File: src/rtl/chip8_pkg.sv
// ============================================================================
//  Module      : chip8_pkg
//  Description : Shared types and constants for the CHIP-8/SCHIP sprite
//                draw engine: draw FSM state encoding, pixel word fill
//                values and the default (low-res) screen geometry.
//  Revision    : 1.0 - initial release
// ============================================================================
`default_nettype none

package chip8_pkg;

  // Draw FSM states, explicitly 3 bits wide
  typedef enum logic [2:0] {
    S_IDLE   = 3'd0,
    S_FETCH  = 3'd1,
    S_FWAIT  = 3'd2,
    S_PIX_RD = 3'd3,
    S_PIX_WR = 3'd4,
    S_DONE   = 3'd5
  } draw_state_t;

  // Fill bit of a pixel word; a lit pixel is this bit replicated PIXEL_W times
  localparam logic PIXEL_ON  = 1'b1;
  localparam logic PIXEL_OFF = 1'b0;

  // CHIP-8 low-res and SCHIP hi-res screen sizes
  localparam int SCREEN_W_DEFAULT = 64;
  localparam int SCREEN_H_DEFAULT = 32;
  localparam int SCREEN_W_SCHIP   = 128;
  localparam int SCREEN_H_SCHIP   = 64;

endpackage

`default_nettype wire

File: src/rtl/chip8_sprite_engine_if.sv
// ============================================================================
//  Module      : chip8_sprite_engine_if
//  Description : Bus bundle between the sprite engine and its environment
//                (CPU start/status, program memory read port, vram port).
//                master : CPU + memories side
//                slave  : sprite engine side
//  Ports       : start_in, x_in, y_in, n_in, index_in, wrap_in  (request)
//                busy_out, done_out, collision_out                (status)
//                mem_rd_out, mem_addr_out, mem_data_in            (memory)
//                vram_rd_out, vram_we_out, vram_addr_out,
//                vram_rdata_in, vram_wdata_out                    (vram)
//  Revision    : 1.0 - initial release
// ============================================================================
`default_nettype none

interface chip8_sprite_engine_if #(
  parameter int ADDR_W  = 12,
  parameter int PIXEL_W = 32,
  parameter int VADDR_W = 11
);
  import chip8_pkg::*;

  logic               start_in;
  logic [7:0]         x_in;
  logic [7:0]         y_in;
  logic [3:0]         n_in;
  logic [ADDR_W-1:0]  index_in;
  logic               wrap_in;
  logic               busy_out;
  logic               done_out;
  logic               collision_out;
  logic               mem_rd_out;
  logic [ADDR_W-1:0]  mem_addr_out;
  logic [7:0]         mem_data_in;
  logic               vram_rd_out;
  logic               vram_we_out;
  logic [VADDR_W-1:0] vram_addr_out;
  logic [PIXEL_W-1:0] vram_rdata_in;
  logic [PIXEL_W-1:0] vram_wdata_out;

  modport master (
    output start_in, x_in, y_in, n_in, index_in, wrap_in,
    output mem_data_in, vram_rdata_in,
    input  busy_out, done_out, collision_out,
    input  mem_rd_out, mem_addr_out,
    input  vram_rd_out, vram_we_out, vram_addr_out, vram_wdata_out
  );

  modport slave (
    input  start_in, x_in, y_in, n_in, index_in, wrap_in,
    input  mem_data_in, vram_rdata_in,
    output busy_out, done_out, collision_out,
    output mem_rd_out, mem_addr_out,
    output vram_rd_out, vram_we_out, vram_addr_out, vram_wdata_out
  );

endinterface

`default_nettype wire

File: src/rtl/chip8_pixel_addr.sv
// ============================================================================
//  Module      : chip8_pixel_addr
//  Description : Combinational pixel locator. Adds the sprite column/row to
//                the origin and either wraps the result onto the screen or
//                flags it invisible when it falls off the right/bottom edge.
//  Ports       : ox_in, oy_in   sprite origin (already reduced mod screen)
//                col_in, row_in sprite-relative column / row (0..15)
//                wrap_in        1 = wrap, 0 = clip
//                visible_out    pixel lies on screen (always 1 when wrapping)
//                addr_out       y*SCREEN_W + x of the (wrapped) pixel
//  Revision    : 1.0 - initial release
// ============================================================================
`default_nettype none

module chip8_pixel_addr
  import chip8_pkg::*;
#(
  parameter int SCREEN_W = SCREEN_W_DEFAULT,
  parameter int SCREEN_H = SCREEN_H_DEFAULT,
  parameter int XW       = $clog2(SCREEN_W),
  parameter int YW       = $clog2(SCREEN_H)
) (
  input  logic [XW-1:0]    ox_in,
  input  logic [YW-1:0]    oy_in,
  input  logic [3:0]       col_in,
  input  logic [3:0]       row_in,
  input  logic             wrap_in,
  output logic             visible_out,
  output logic [XW+YW-1:0] addr_out
);

  // Five spare bits hold the overflow past the screen edge (offset <= 15)
  logic [XW+4:0] px;
  logic [YW+4:0] py;

  assign px = (XW+5)'(ox_in) + (XW+5)'(col_in);
  assign py = (YW+5)'(oy_in) + (YW+5)'(row_in);

  // Screen sizes are powers of two, so overflow bits clear means on-screen
  assign visible_out = wrap_in | ((px[XW+4:XW] == 5'd0) && (py[YW+4:YW] == 5'd0));

  // Dropping the overflow bits is the modulo; concatenation is y*W + x
  assign addr_out = {py[YW-1:0], px[XW-1:0]};

endmodule

`default_nettype wire

File: src/rtl/chip8_sprite_engine.sv
// ============================================================================
//  Module      : chip8_sprite_engine
//  Description : Multi-cycle CHIP-8/SCHIP DRW engine. Fetches sprite rows
//                from program memory and XOR-draws them into a word-per-pixel
//                framebuffer with one vram access per cycle, reporting
//                whether any lit pixel was turned off (collision).
//  Ports       : clk_in  clock, rising edge
//                rst_in  asynchronous active-high reset
//                bus     chip8_sprite_engine_if.slave (request, status,
//                        memory and vram ports)
//  Revision    : 1.0 - initial release
// ============================================================================
`default_nettype none

module chip8_sprite_engine
  import chip8_pkg::*;
#(
  parameter int SCREEN_W = SCREEN_W_DEFAULT,
  parameter int SCREEN_H = SCREEN_H_DEFAULT,
  parameter int ADDR_W   = 12,
  parameter int PIXEL_W  = 32,
  parameter int SCHIP_EN = 0
) (
  input  logic                 clk_in,
  input  logic                 rst_in,
  chip8_sprite_engine_if.slave bus
);

  localparam int XW      = $clog2(SCREEN_W);
  localparam int YW      = $clog2(SCREEN_H);
  localparam int VADDR_W = XW + YW;

  draw_state_t        state_q, state_d;
  logic [XW-1:0]      ox_q, ox_d;
  logic [YW-1:0]      oy_q, oy_d;
  logic [ADDR_W-1:0]  idx_q, idx_d;
  logic               wrap_q, wrap_d;
  logic               wide_q, wide_d;
  logic               byte_sel_q, byte_sel_d;
  logic [4:0]         rows_q, rows_d;
  logic [3:0]         row_q, row_d;
  logic [3:0]         col_q, col_d;
  logic [15:0]        bits_q, bits_d;
  logic               coll_q, coll_d;
  logic               busy_q, busy_d;
  logic               done_q, done_d;
  logic               mem_rd_q, mem_rd_d;
  logic [ADDR_W-1:0]  mem_addr_q, mem_addr_d;
  logic               vram_rd_q, vram_rd_d;
  logic               vram_we_q, vram_we_d;
  logic [VADDR_W-1:0] vram_addr_q, vram_addr_d;

  logic               advance;
  logic [3:0]         last_col;
  logic [5:0]         offset;
  logic               pix_visible;
  logic [VADDR_W-1:0] pix_addr;

  // Locates the pixel the FSM is about to visit, so the vram read strobe
  // and address can be registered on entry to PIX_RD
  chip8_pixel_addr #(
    .SCREEN_W (SCREEN_W),
    .SCREEN_H (SCREEN_H),
    .XW       (XW),
    .YW       (YW)
  ) u_pixel_addr (
    .ox_in       (ox_d),
    .oy_in       (oy_d),
    .col_in      (col_d),
    .row_in      (row_d),
    .wrap_in     (wrap_d),
    .visible_out (pix_visible),
    .addr_out    (pix_addr)
  );

  assign last_col = wide_q ? 4'd15 : 4'd7;

  // Next-state and datapath
  always_comb begin
    state_d    = state_q;
    ox_d       = ox_q;
    oy_d       = oy_q;
    idx_d      = idx_q;
    wrap_d     = wrap_q;
    wide_d     = wide_q;
    byte_sel_d = byte_sel_q;
    rows_d     = rows_q;
    row_d      = row_q;
    col_d      = col_q;
    bits_d     = bits_q;
    coll_d     = coll_q;
    advance    = 1'b0;

    case (state_q)
      S_IDLE: begin
        if (bus.start_in) begin
          // Origin always wraps: truncation is the modulo for power-of-2 screens
          ox_d       = XW'(bus.x_in);
          oy_d       = YW'(bus.y_in);
          idx_d      = bus.index_in;
          wrap_d     = bus.wrap_in;
          coll_d     = 1'b0;
          row_d      = 4'd0;
          col_d      = 4'd0;
          byte_sel_d = 1'b0;
          bits_d     = 16'h0000;
          if (bus.n_in != 4'd0) begin
            rows_d  = {1'b0, bus.n_in};
            wide_d  = 1'b0;
            state_d = S_FETCH;
          end else if (SCHIP_EN != 0) begin
            rows_d  = 5'd16;
            wide_d  = 1'b1;
            state_d = S_FETCH;
          end else begin
            rows_d  = 5'd0;
            wide_d  = 1'b0;
            state_d = S_DONE;
          end
        end
      end
      S_FETCH: state_d = S_FWAIT;
      S_FWAIT: begin
        // Leftmost byte lands in the top half so bit 15 is always the next pixel
        if (!byte_sel_q) begin
          bits_d = {bus.mem_data_in, 8'h00};
        end else begin
          bits_d = {bits_q[15:8], bus.mem_data_in};
        end
        if (wide_q && !byte_sel_q) begin
          byte_sel_d = 1'b1;
          state_d    = S_FETCH;
        end else begin
          byte_sel_d = 1'b0;
          col_d      = 4'd0;
          state_d    = S_PIX_RD;
        end
      end
      S_PIX_RD: begin
        // vram_rd_q was registered on entry, so it marks a pixel being drawn
        if (vram_rd_q) begin
          state_d = S_PIX_WR;
        end else begin
          advance = 1'b1;
        end
      end
      S_PIX_WR: begin
        if (bus.vram_rdata_in == {PIXEL_W{PIXEL_ON}}) begin
          coll_d = 1'b1;
        end
        advance = 1'b1;
      end
      S_DONE:  state_d = S_IDLE;
      default: state_d = S_IDLE;
    endcase

    if (advance) begin
      if (col_q == last_col) begin
        if (({1'b0, row_q} + 5'd1) == rows_q) begin
          state_d = S_DONE;
        end else begin
          row_d   = row_q + 4'd1;
          state_d = S_FETCH;
        end
      end else begin
        col_d   = col_q + 4'd1;
        bits_d  = {bits_q[14:0], 1'b0};
        state_d = S_PIX_RD;
      end
    end
  end

  // Registered outputs, decoded from the state being entered
  always_comb begin
    offset      = wide_d ? {1'b0, row_d, byte_sel_d} : {2'b00, row_d};
    busy_d      = (state_d != S_IDLE);
    done_d      = (state_d == S_DONE);
    mem_rd_d    = (state_d == S_FETCH);
    mem_addr_d  = mem_rd_d ? (idx_d + ADDR_W'(offset)) : mem_addr_q;
    vram_rd_d   = (state_d == S_PIX_RD) && bits_d[15] && pix_visible;
    vram_we_d   = (state_d == S_PIX_WR);
    // Address is held through PIX_WR so the write lands where the read was
    vram_addr_d = vram_rd_d ? pix_addr : vram_addr_q;
  end

  always_ff @(posedge clk_in or posedge rst_in) begin
    if (rst_in) begin
      state_q     <= S_IDLE;
      ox_q        <= '0;
      oy_q        <= '0;
      idx_q       <= '0;
      wrap_q      <= 1'b0;
      wide_q      <= 1'b0;
      byte_sel_q  <= 1'b0;
      rows_q      <= 5'd0;
      row_q       <= 4'd0;
      col_q       <= 4'd0;
      bits_q      <= 16'h0000;
      coll_q      <= 1'b0;
      busy_q      <= 1'b0;
      done_q      <= 1'b0;
      mem_rd_q    <= 1'b0;
      mem_addr_q  <= '0;
      vram_rd_q   <= 1'b0;
      vram_we_q   <= 1'b0;
      vram_addr_q <= '0;
    end else begin
      state_q     <= state_d;
      ox_q        <= ox_d;
      oy_q        <= oy_d;
      idx_q       <= idx_d;
      wrap_q      <= wrap_d;
      wide_q      <= wide_d;
      byte_sel_q  <= byte_sel_d;
      rows_q      <= rows_d;
      row_q       <= row_d;
      col_q       <= col_d;
      bits_q      <= bits_d;
      coll_q      <= coll_d;
      busy_q      <= busy_d;
      done_q      <= done_d;
      mem_rd_q    <= mem_rd_d;
      mem_addr_q  <= mem_addr_d;
      vram_rd_q   <= vram_rd_d;
      vram_we_q   <= vram_we_d;
      vram_addr_q <= vram_addr_d;
    end
  end

  assign bus.busy_out      = busy_q;
  assign bus.done_out      = done_q;
  assign bus.collision_out = coll_q;
  assign bus.mem_rd_out    = mem_rd_q;
  assign bus.mem_addr_out  = mem_addr_q;
  assign bus.vram_rd_out   = vram_rd_q;
  assign bus.vram_we_out   = vram_we_q;
  assign bus.vram_addr_out = vram_addr_q;
  // Read data only arrives in the PIX_WR cycle, so the inverted word is
  // formed combinationally there; the bus idles at zero otherwise
  assign bus.vram_wdata_out = vram_we_q ? (bus.vram_rdata_in ^ {PIXEL_W{PIXEL_ON}})
                                        : {PIXEL_W{PIXEL_OFF}};

endmodule

`default_nettype wire
File: src/flat_wrapper.sv
// flat-port wrapper written by rule: the top's interface ports become plain ports
module chip8_sprite_engine_flat import chip8_pkg::*;
#(
  parameter int SCREEN_W = SCREEN_W_DEFAULT,
  parameter int SCREEN_H = SCREEN_H_DEFAULT,
  parameter int ADDR_W   = 12,
  parameter int PIXEL_W  = 32,
  parameter int SCHIP_EN = 0
)
  (clk_in, rst_in, bus_start_in, bus_x_in, bus_y_in, bus_n_in, bus_index_in, bus_wrap_in, bus_mem_data_in, bus_vram_rdata_in, bus_busy_out, bus_done_out, bus_collision_out, bus_mem_rd_out, bus_mem_addr_out, bus_vram_rd_out, bus_vram_we_out, bus_vram_addr_out, bus_vram_wdata_out);
  chip8_sprite_engine_if #(.ADDR_W(ADDR_W), .PIXEL_W(PIXEL_W)) bus_i ();
  input  logic clk_in;
  input  logic rst_in;
  input wire logic [$bits(bus_i.start_in)-1:0] bus_start_in;
  input wire logic [$bits(bus_i.x_in)-1:0] bus_x_in;
  input wire logic [$bits(bus_i.y_in)-1:0] bus_y_in;
  input wire logic [$bits(bus_i.n_in)-1:0] bus_n_in;
  input wire logic [$bits(bus_i.index_in)-1:0] bus_index_in;
  input wire logic [$bits(bus_i.wrap_in)-1:0] bus_wrap_in;
  input wire logic [$bits(bus_i.mem_data_in)-1:0] bus_mem_data_in;
  input wire logic [$bits(bus_i.vram_rdata_in)-1:0] bus_vram_rdata_in;
  output wire logic [$bits(bus_i.busy_out)-1:0] bus_busy_out;
  output wire logic [$bits(bus_i.done_out)-1:0] bus_done_out;
  output wire logic [$bits(bus_i.collision_out)-1:0] bus_collision_out;
  output wire logic [$bits(bus_i.mem_rd_out)-1:0] bus_mem_rd_out;
  output wire logic [$bits(bus_i.mem_addr_out)-1:0] bus_mem_addr_out;
  output wire logic [$bits(bus_i.vram_rd_out)-1:0] bus_vram_rd_out;
  output wire logic [$bits(bus_i.vram_we_out)-1:0] bus_vram_we_out;
  output wire logic [$bits(bus_i.vram_addr_out)-1:0] bus_vram_addr_out;
  output wire logic [$bits(bus_i.vram_wdata_out)-1:0] bus_vram_wdata_out;
  assign bus_i.start_in = bus_start_in;
  assign bus_i.x_in = bus_x_in;
  assign bus_i.y_in = bus_y_in;
  assign bus_i.n_in = bus_n_in;
  assign bus_i.index_in = bus_index_in;
  assign bus_i.wrap_in = bus_wrap_in;
  assign bus_i.mem_data_in = bus_mem_data_in;
  assign bus_i.vram_rdata_in = bus_vram_rdata_in;
  assign bus_busy_out = bus_i.busy_out;
  assign bus_done_out = bus_i.done_out;
  assign bus_collision_out = bus_i.collision_out;
  assign bus_mem_rd_out = bus_i.mem_rd_out;
  assign bus_mem_addr_out = bus_i.mem_addr_out;
  assign bus_vram_rd_out = bus_i.vram_rd_out;
  assign bus_vram_we_out = bus_i.vram_we_out;
  assign bus_vram_addr_out = bus_i.vram_addr_out;
  assign bus_vram_wdata_out = bus_i.vram_wdata_out;
  chip8_sprite_engine #(.SCREEN_W(SCREEN_W), .SCREEN_H(SCREEN_H), .ADDR_W(ADDR_W), .PIXEL_W(PIXEL_W), .SCHIP_EN(SCHIP_EN)) u_core (.clk_in(clk_in), .rst_in(rst_in), .bus(bus_i));
endmodule
File: config.mk
export PLATFORM = sky130hd
export DESIGN_NAME = chip8_sprite_engine_flat
export DESIGN_NICKNAME = d
export VERILOG_FILES = /design/src/rtl/chip8_pkg.sv /design/src/rtl/chip8_sprite_engine_if.sv /design/src/rtl/chip8_pixel_addr.sv /design/src/rtl/chip8_sprite_engine.sv /design/src/flat_wrapper.sv
export SDC_FILE = /design/constraint.sdc
export NUM_CORES = 1
export LEC_CHECK = 0
export CAP_MARGIN = 20
export CORE_MARGIN = 10
export CORE_UTILIZATION = 40
export CTS_BUF_LIST = sky130_fd_sc_hd__clkbuf_16
export DETAILED_ROUTE_END_ITERATION = 8
export HOLD_SLACK_MARGIN = 0.15
export PLACE_DENSITY = 0.69
export SLEW_MARGIN = 20
export SYNTH_ARGS = -nofsm -noshare
export SYNTH_HDL_FRONTEND = slang
export SYNTH_HIERARCHICAL = 1
export SYNTH_SLANG_ARGS = --single-unit
export TNS_END_PERCENT = 30
File: constraint.sdc
create_clock -name clk_in -period 8 [get_ports clk_in]
set_input_delay 1.2 -clock clk_in [delete_from_list [all_inputs] [get_ports clk_in]]
set_output_delay 1.2 -clock clk_in [all_outputs]
set_load 0.005 [all_outputs]
# --- Word level (Yosys, flattened, before mapping) ---
# Cells that the tools add are included.
word_totals:
  register_bits: 87
  inputBits: 76
  output_inout_bits: 61
  elab_cells: 98
classes:
  addsub: 6
  n_eq_ne: 13
  mux: 45
  bitwise_logic: 2
  n_reduce_logical: 13
op_table:
  columns: ["operator", "n"]
  rows:
  - ["$mux 16", 4]
  - ["$mux 4", 11]
  - ["$eq 32x32->1 const B", 1]
  - ["$mux 32", 1]
  - ["$not 32->32", 1]
  - ["$pmux 16 s2", 1]
  - ["$mux 12", 2]
  - ["$mux 3", 6]
  - ["$mux 5", 3]
  - ["$pmux 3 s5", 1]
  - ["$add 12x6->12", 1]
  - ["$mux 6", 2]
  - ["$logic_not 5->1", 2]
  - ["$eq 3x2->1 const B", 3]
  - ["$eq 3x3->1 const B", 3]
  - ["$mux 1", 9]
  - ["$add 4x1->4 const B", 2]
  - ["$pmux 4 s2", 1]
  - ["$add 6x4->7", 1]
  - ["$add 5x4->6", 1]
  - ["$eq 3x1->1 const B", 2]
  - ["$pmux 1 s2", 3]
  - ["$add 4x1->5 const B", 1]
  - ["$eq 5x5->1", 1]
  - ["other kinds (13)", 16]

# --- Logic depth before layout (Yosys ltp) ---
logic_depth:
  depth_word: 11
  depth_mapped: 15
  depth_no_buf: 14

# --- Hierarchy ---
# Netlist, hierarchy kept.
by_module_without_submodules:
  columns: ["module", "n_inst", "cells_each", "area_each_um2", "seq_area_each_um2"]
  rows:
  - ["chip8_sprite_engine", 1, 442, 4474.3, 2152.1]
  - ["chip8_pixel_addr", 1, 40, 334.1, 0.0]

# --- Least setup slack after synthesis ---
# Ideal clock, no wire load.
synth_timing:
  path_type: "in2reg"
  startpoint: "input bus_start_in"
  endpoint: "register u_core.vram_addr_q[0], in the netlist u_core/bus.vram_addr_out[0]"
  setup_time_ps: 127
  arrival_ps: 3798
  required_time_ps: 7873
  path_slack_ps: 4075
  path_stages: 14
  path_buffers: 3
  path_cell_list: "nor4b_2 -> buf_2 -> buf_1 -> nand2_1 -> nand2_1 -> ha_1 -> inv_1 -> fa_1 -> o21ai_1 -> o21ai_0 -> a31o_1 -> nand4_2 -> buf_6 -> mux2_1"
synth_between:
  word_cells_on_any_way: 31
  classes_between: "add/sub: 2; eq/ne: 1; mux: 22; bitwise: 1; reduce/logical: 5"
synth_rtl:
  columns: ["item", "line_no", "rtl"]
  rows:
  - ["from (decl)", "flat_wrapper.sv:14", "input wire logic [$bits(bus_i.start_in)-1:0] bus_start_in;"]
  - ["$mux 6", "chip8_sprite_engine.sv:96", "if (bus.start_in) begin"]
  - ["$mux 6", "chip8_sprite_engine.sv:94", "case (state_q)"]
  - ["net u_core.ox_d[0]", "chip8_sprite_engine.sv:34", "logic [XW-1:0] ox_q, ox_d;"]
  - ["$add 6x4->7", "chip8_pixel_addr.sv:36", "assign px = (XW+5)'(ox_in) + (XW+5)'(col_in);"]
  - ["$logic_not 5->1", "chip8_pixel_addr.sv:40", "assign visible_out = wrap_in | ((px[XW+4:XW] == 5'd0) && (py[YW+4:YW] == 5'd0));"]
  - ["$logic_and 1x1->1", "chip8_pixel_addr.sv:40", null]
  - ["$or 1x1->1", "chip8_pixel_addr.sv:40", null]
  - ["net u_core.pix_visible", "chip8_sprite_engine.sv:56", "logic pix_visible;"]
  - ["$logic_and 1x1->1", "chip8_sprite_engine.sv:180", "vram_rd_d = (state_d == S_PIX_RD) && bits_d[15] && pix_visible;"]
  - ["to (signal assigned)", "chip8_sprite_engine.sv:226", "vram_addr_q <= vram_addr_d;"]
  - ["to (decl)", "chip8_sprite_engine.sv:51", "logic [VADDR_W-1:0] vram_addr_q, vram_addr_d;"]
# The timed path passes the listed nets, and every way through them passes these cells.
# A chain may end at the register's enable or synchronous reset.

# --- Final worst setup path ---
layout_timing:
  startpoint: "input bus_start_in"
  endpoint: "register u_core.vram_addr_q[1], in the netlist u_core/bus.vram_addr_out[1]"
layout_between:
  word_cells_on_any_way: 31
  classes_between: "add/sub: 2; eq/ne: 1; mux: 22; bitwise: 1; reduce/logical: 5"
layout_rtl:
  columns: ["item", "line_no", "rtl"]
  rows:
  - ["$mux 4 *", "chip8_sprite_engine.sv:96", null]
  - ["$pmux 4 s2 *", "chip8_sprite_engine.sv:94", null]
  - ["$mux 4", "chip8_sprite_engine.sv:158", "if (col_q == last_col) begin"]
  - ["$mux 4 *", "chip8_sprite_engine.sv:157", "if (advance) begin"]
  - ["net u_core.col_d[2]", "chip8_sprite_engine.sv:42", "logic [3:0] col_q, col_d;"]
  - ["$add 6x4->7 *", "chip8_pixel_addr.sv:36", null]
  - ["$logic_not 5->1 *", "chip8_pixel_addr.sv:40", null]
  - ["$logic_and 1x1->1 *", "chip8_pixel_addr.sv:40", null]
  - ["$or 1x1->1 *", "chip8_pixel_addr.sv:40", null]
  - ["net u_core.pix_visible", "chip8_sprite_engine.sv:56", null]
  - ["$logic_and 1x1->1 *", "chip8_sprite_engine.sv:180", null]
# Mark *: on every way through the listed nets, which the timed path passes. The rest lies on a longest branch.

==> impl_metrics.env <==
export IMPL_row_count=39
export IMPL_hold_path_class="reg2reg"
export IMPL_finalSetupViolCount=0
export IMPL_path_clk_slew_ns=0.06
export IMPL_clk_latency_ns=0.34
export IMPL_r2r_start="u_core/state_q[2]"
export IMPL_fin_cells=757
export IMPL_drt_wirelength_per_cell_um=17.2
export IMPL_io_pins=137
export IMPL_r2r_slack_ns=3.56
export IMPL_fmax_mhz=224
export IMPL_min_to="u_core/wrap_q"
export IMPL_tightest_slew_ns=1.04
export IMPL_die_w_um=130
export IMPL_dp_slack_ns=3.17
export IMPL_maxCapViolations=0
export IMPL_p_per_area_mw_per_mm2=333
export IMPL_drc=0
export IMPL_p_leak_nw=2.88
export IMPL_grt_usage=0.156
export IMPL_vdd_drop_max_v=0.000174
export IMPL_antenna_found_initial=0
export IMPL_rr_worst_depth=13
export IMPL_syn_area_per_cell_um2=9.98
export IMPL_final_util=0.565
export IMPL_globalplace_congestion=0.863
export IMPL_diodes=0
export IMPL_synth_net_count=576
export IMPL_cts_made_buffers=9
export IMPL_rsz0062_at_grt="false"
export IMPL_status="complete, no violations"
export IMPL_final_nets=703
export IMPL_worstPathRequired_ns=8.22
export IMPL_cts_tree="done"
export IMPL_startpoint_type="primary input"
export IMPL_async_reset_ff_frac=1.00
export IMPL_critPathCaptureType="register"
export IMPL_setup_tns_ns=0
export IMPL_netlist_area_mm2=0.00481
export IMPL_min_delay_start="u_core/wrap_q"
export IMPL_vias=4056
export IMPL_max_slew_margin_rel=0.309
export IMPL_post_cts_setup_buffers=0
export IMPL_hpwl_mm=9.88
export IMPL_die_h_um=130
export IMPL_overflow=0
export IMPL_syn_inst=482
export IMPL_period_share=0.558
export IMPL_synth_main_ff_cell="dfrtp_1"
export IMPL_die_area_mm2=0.0168
export IMPL_ff_latch_area_mm2=0.00215
export IMPL_first_global_vias=4185
export IMPL_first_pass_iters=5
export IMPL_drtAntennaViolNets=0
export IMPL_vias_per_cell=5.36
export IMPL_cp_arrival_ns=4.68
export IMPL_yosys_area_top_type="dfrtp_1"
export IMPL_cts_resized=0
export IMPL_hold_worst_slack_ns=0.475
export IMPL_ctsHoldBuffers=0
export IMPL_port_buffers=131
export IMPL_reg2reg_to="u_core/bus.vram_addr_out[1]"
export IMPL_ys_ff_latch=86
export IMPL_finClkSkew_ns=0.00568
export IMPL_synth_cell_types=69
export IMPL_syn2layout_area_growth_pct=36.4
export IMPL_initial_utilization=0.414
export IMPL_slew_viol_final=0
export IMPL_drt_iter0_markers=224
export IMPL_final_layout_size_suffix_gt1_frac=0.0635
export IMPL_fillCellCount=1048
export IMPL_setup_slack_ns=3.53
export IMPL_hold_viol=0
export IMPL_root_buffer="clkbuf_16"
export IMPL_yosysSeqAreaShare=0.448
export IMPL_whs_path_depth=2
export IMPL_synth_top_cell_area_share=0.448
export IMPL_synth_edf_count=0
export IMPL_place_inst=741
export IMPL_drt_wl_total_mm=13.0
export IMPL_cts_sinks=86
export IMPL_fin_crit_ns=4.47
export IMPL_crit_fanout=12
export IMPL_critPathKind="in2reg"
export IMPL_yosysWarnings=6
export IMPL_grt_max_degree=66
export IMPL_core_area_mm2=0.0116
export IMPL_synth_area_leaders="dfrtp_1 (45%), nand2_1 (6.3%), mux2_1 (4.7%), nor2b_1 (4.6%), ha_1 (3.9%)"
export IMPL_htreeDepth=3
export IMPL_multi_input_area_mm2=0.00249
export IMPL_grt_pass1_wl_mm=21.1
export IMPL_clock_path_buffers=2
sequential cells by signal (all words and copies together), names as in the netlist, 3 cells and up:
register                  flops
u_core/oy_q                   5
u_core/ox_q                   6
u_core/state_q                3
u_core/bus.mem_addr_out      12
u_core/idx_q                 12
u_core/bus.vram_addr_out     11
u_core/row_q                  4
u_core/col_q                  4
u_core/bits_q                16
u_core/rows_q                 4
synthesized netlist by cell type, types with 4 or more instances:
cell	instances
a21oi_1	14
inv_1	20
xnor2_1	17
ha_1	15
nand3_1	8
dfrtp_1	86
o21ai_0	15
xor2_1	7
nand2_1	81
nand2b_1	4
mux2_2	7
a221oi_1	8
buf_6	4
nor2b_1	35
mux2_1	20
a22oi_1	9
mux2i_1	4
clkbuf_1	9
nor2_1	35
a22o_1	4
nand4_1	9
per-layer routing:
layer  wire length [um]  GRT usage
met1               5560      0.187
met2               6200      0.258
met3               1100     0.0542
met4                174     0.0516
met5                  0          0
layout by cell type, fill, tap and decap left out, drive strengths merged, types with 4 or more instances in the layout:
cell,instances
a21oi,15
a221oi,8
a22o,4
a22oi,9
clkbuf,9
clkdlybuf4s50,131
dfrtp,86
ha,15
inv,21
mux2,27
mux2i,5
nand2,81
nand2b,4
nand3,9
nand4,10
nor2,35
nor2b,35
o21ai,18
xnor2,17
xor2,7
metrics by stage:
stage	power, mW	instance area, um^2
floorplan	1.38	4810
global placement	1.69	6230
detailed placement	1.73	6230
CTS	2.21	6560
global route	2.37	6560
finish	2.19	6560
worst max path at each step:
stage,startpoint,endpoint,cells after the start
3_3_place_gp,bus_start_in,u_core/bus.vram_addr_out[0],14
2_1_floorplan,bus_start_in,u_core/bus.vram_addr_out[0],14
5_1_grt,u_core/state_q[2],u_core/bus.vram_addr_out[4],12
6_report,bus_start_in,u_core/bus.vram_addr_out[1],13
4_1_cts,bus_start_in,u_core/bus.vram_addr_out[1],13
3_5_place_dp,bus_start_in,u_core/bus.vram_addr_out[1],13
cell families (layout without fill, tap and decap cells):
| kind of cell | Yosys count | in the layout | synth area share |
|---|---|---|---|
| AO/OA/AOI/OAI | 86 | 86 | 0.133 |
| multiplexers | 32 | 32 | 0.0762 |
| flip-flops | 86 | 86 | 0.448 |
| adder cells (fa/ha/maj) | 18 | 18 | 0.0515 |
| buffers and inverters | 38 | 170 | 0.0367 |
| XOR/XNOR | 24 | 24 | 0.0437 |
| AND/OR/NAND/NOR | 198 | 198 | 0.212 |
critical path: stages:
cell and delay, ns:
clkdlybuf4s50_1 0.52, nor2_1 0.09, nor3_2 0.39, a21boi_0 0.28, o21ai_0 0.21, o21ai_0 0.16
ha_1 0.35, inv_1 0.08, o21ai_1 0.09, o21ai_0 0.19, a31o_1 0.24, nand4_2 0.40
mux2_1 0.48
area by class of cell:
cell class / count / share of cell area
clock inverters: 7 / 0.0160
clock buffers: 9 / 0.0343
well taps: 143 / 0.0273
multi-input cells: 358 / 0.379
repair buffers: 134 / 0.203
inverters: 20 / 0.0116
flip-flops and latches: 86 / 0.328
where the power goes:
group	switching (mW)	total, mW	internal [mW]
logic	0.501	0.984	0.483
registers	0.115	0.737	0.621
clock network	0.164	0.465	0.301
(Power assumes the default switching activity.)
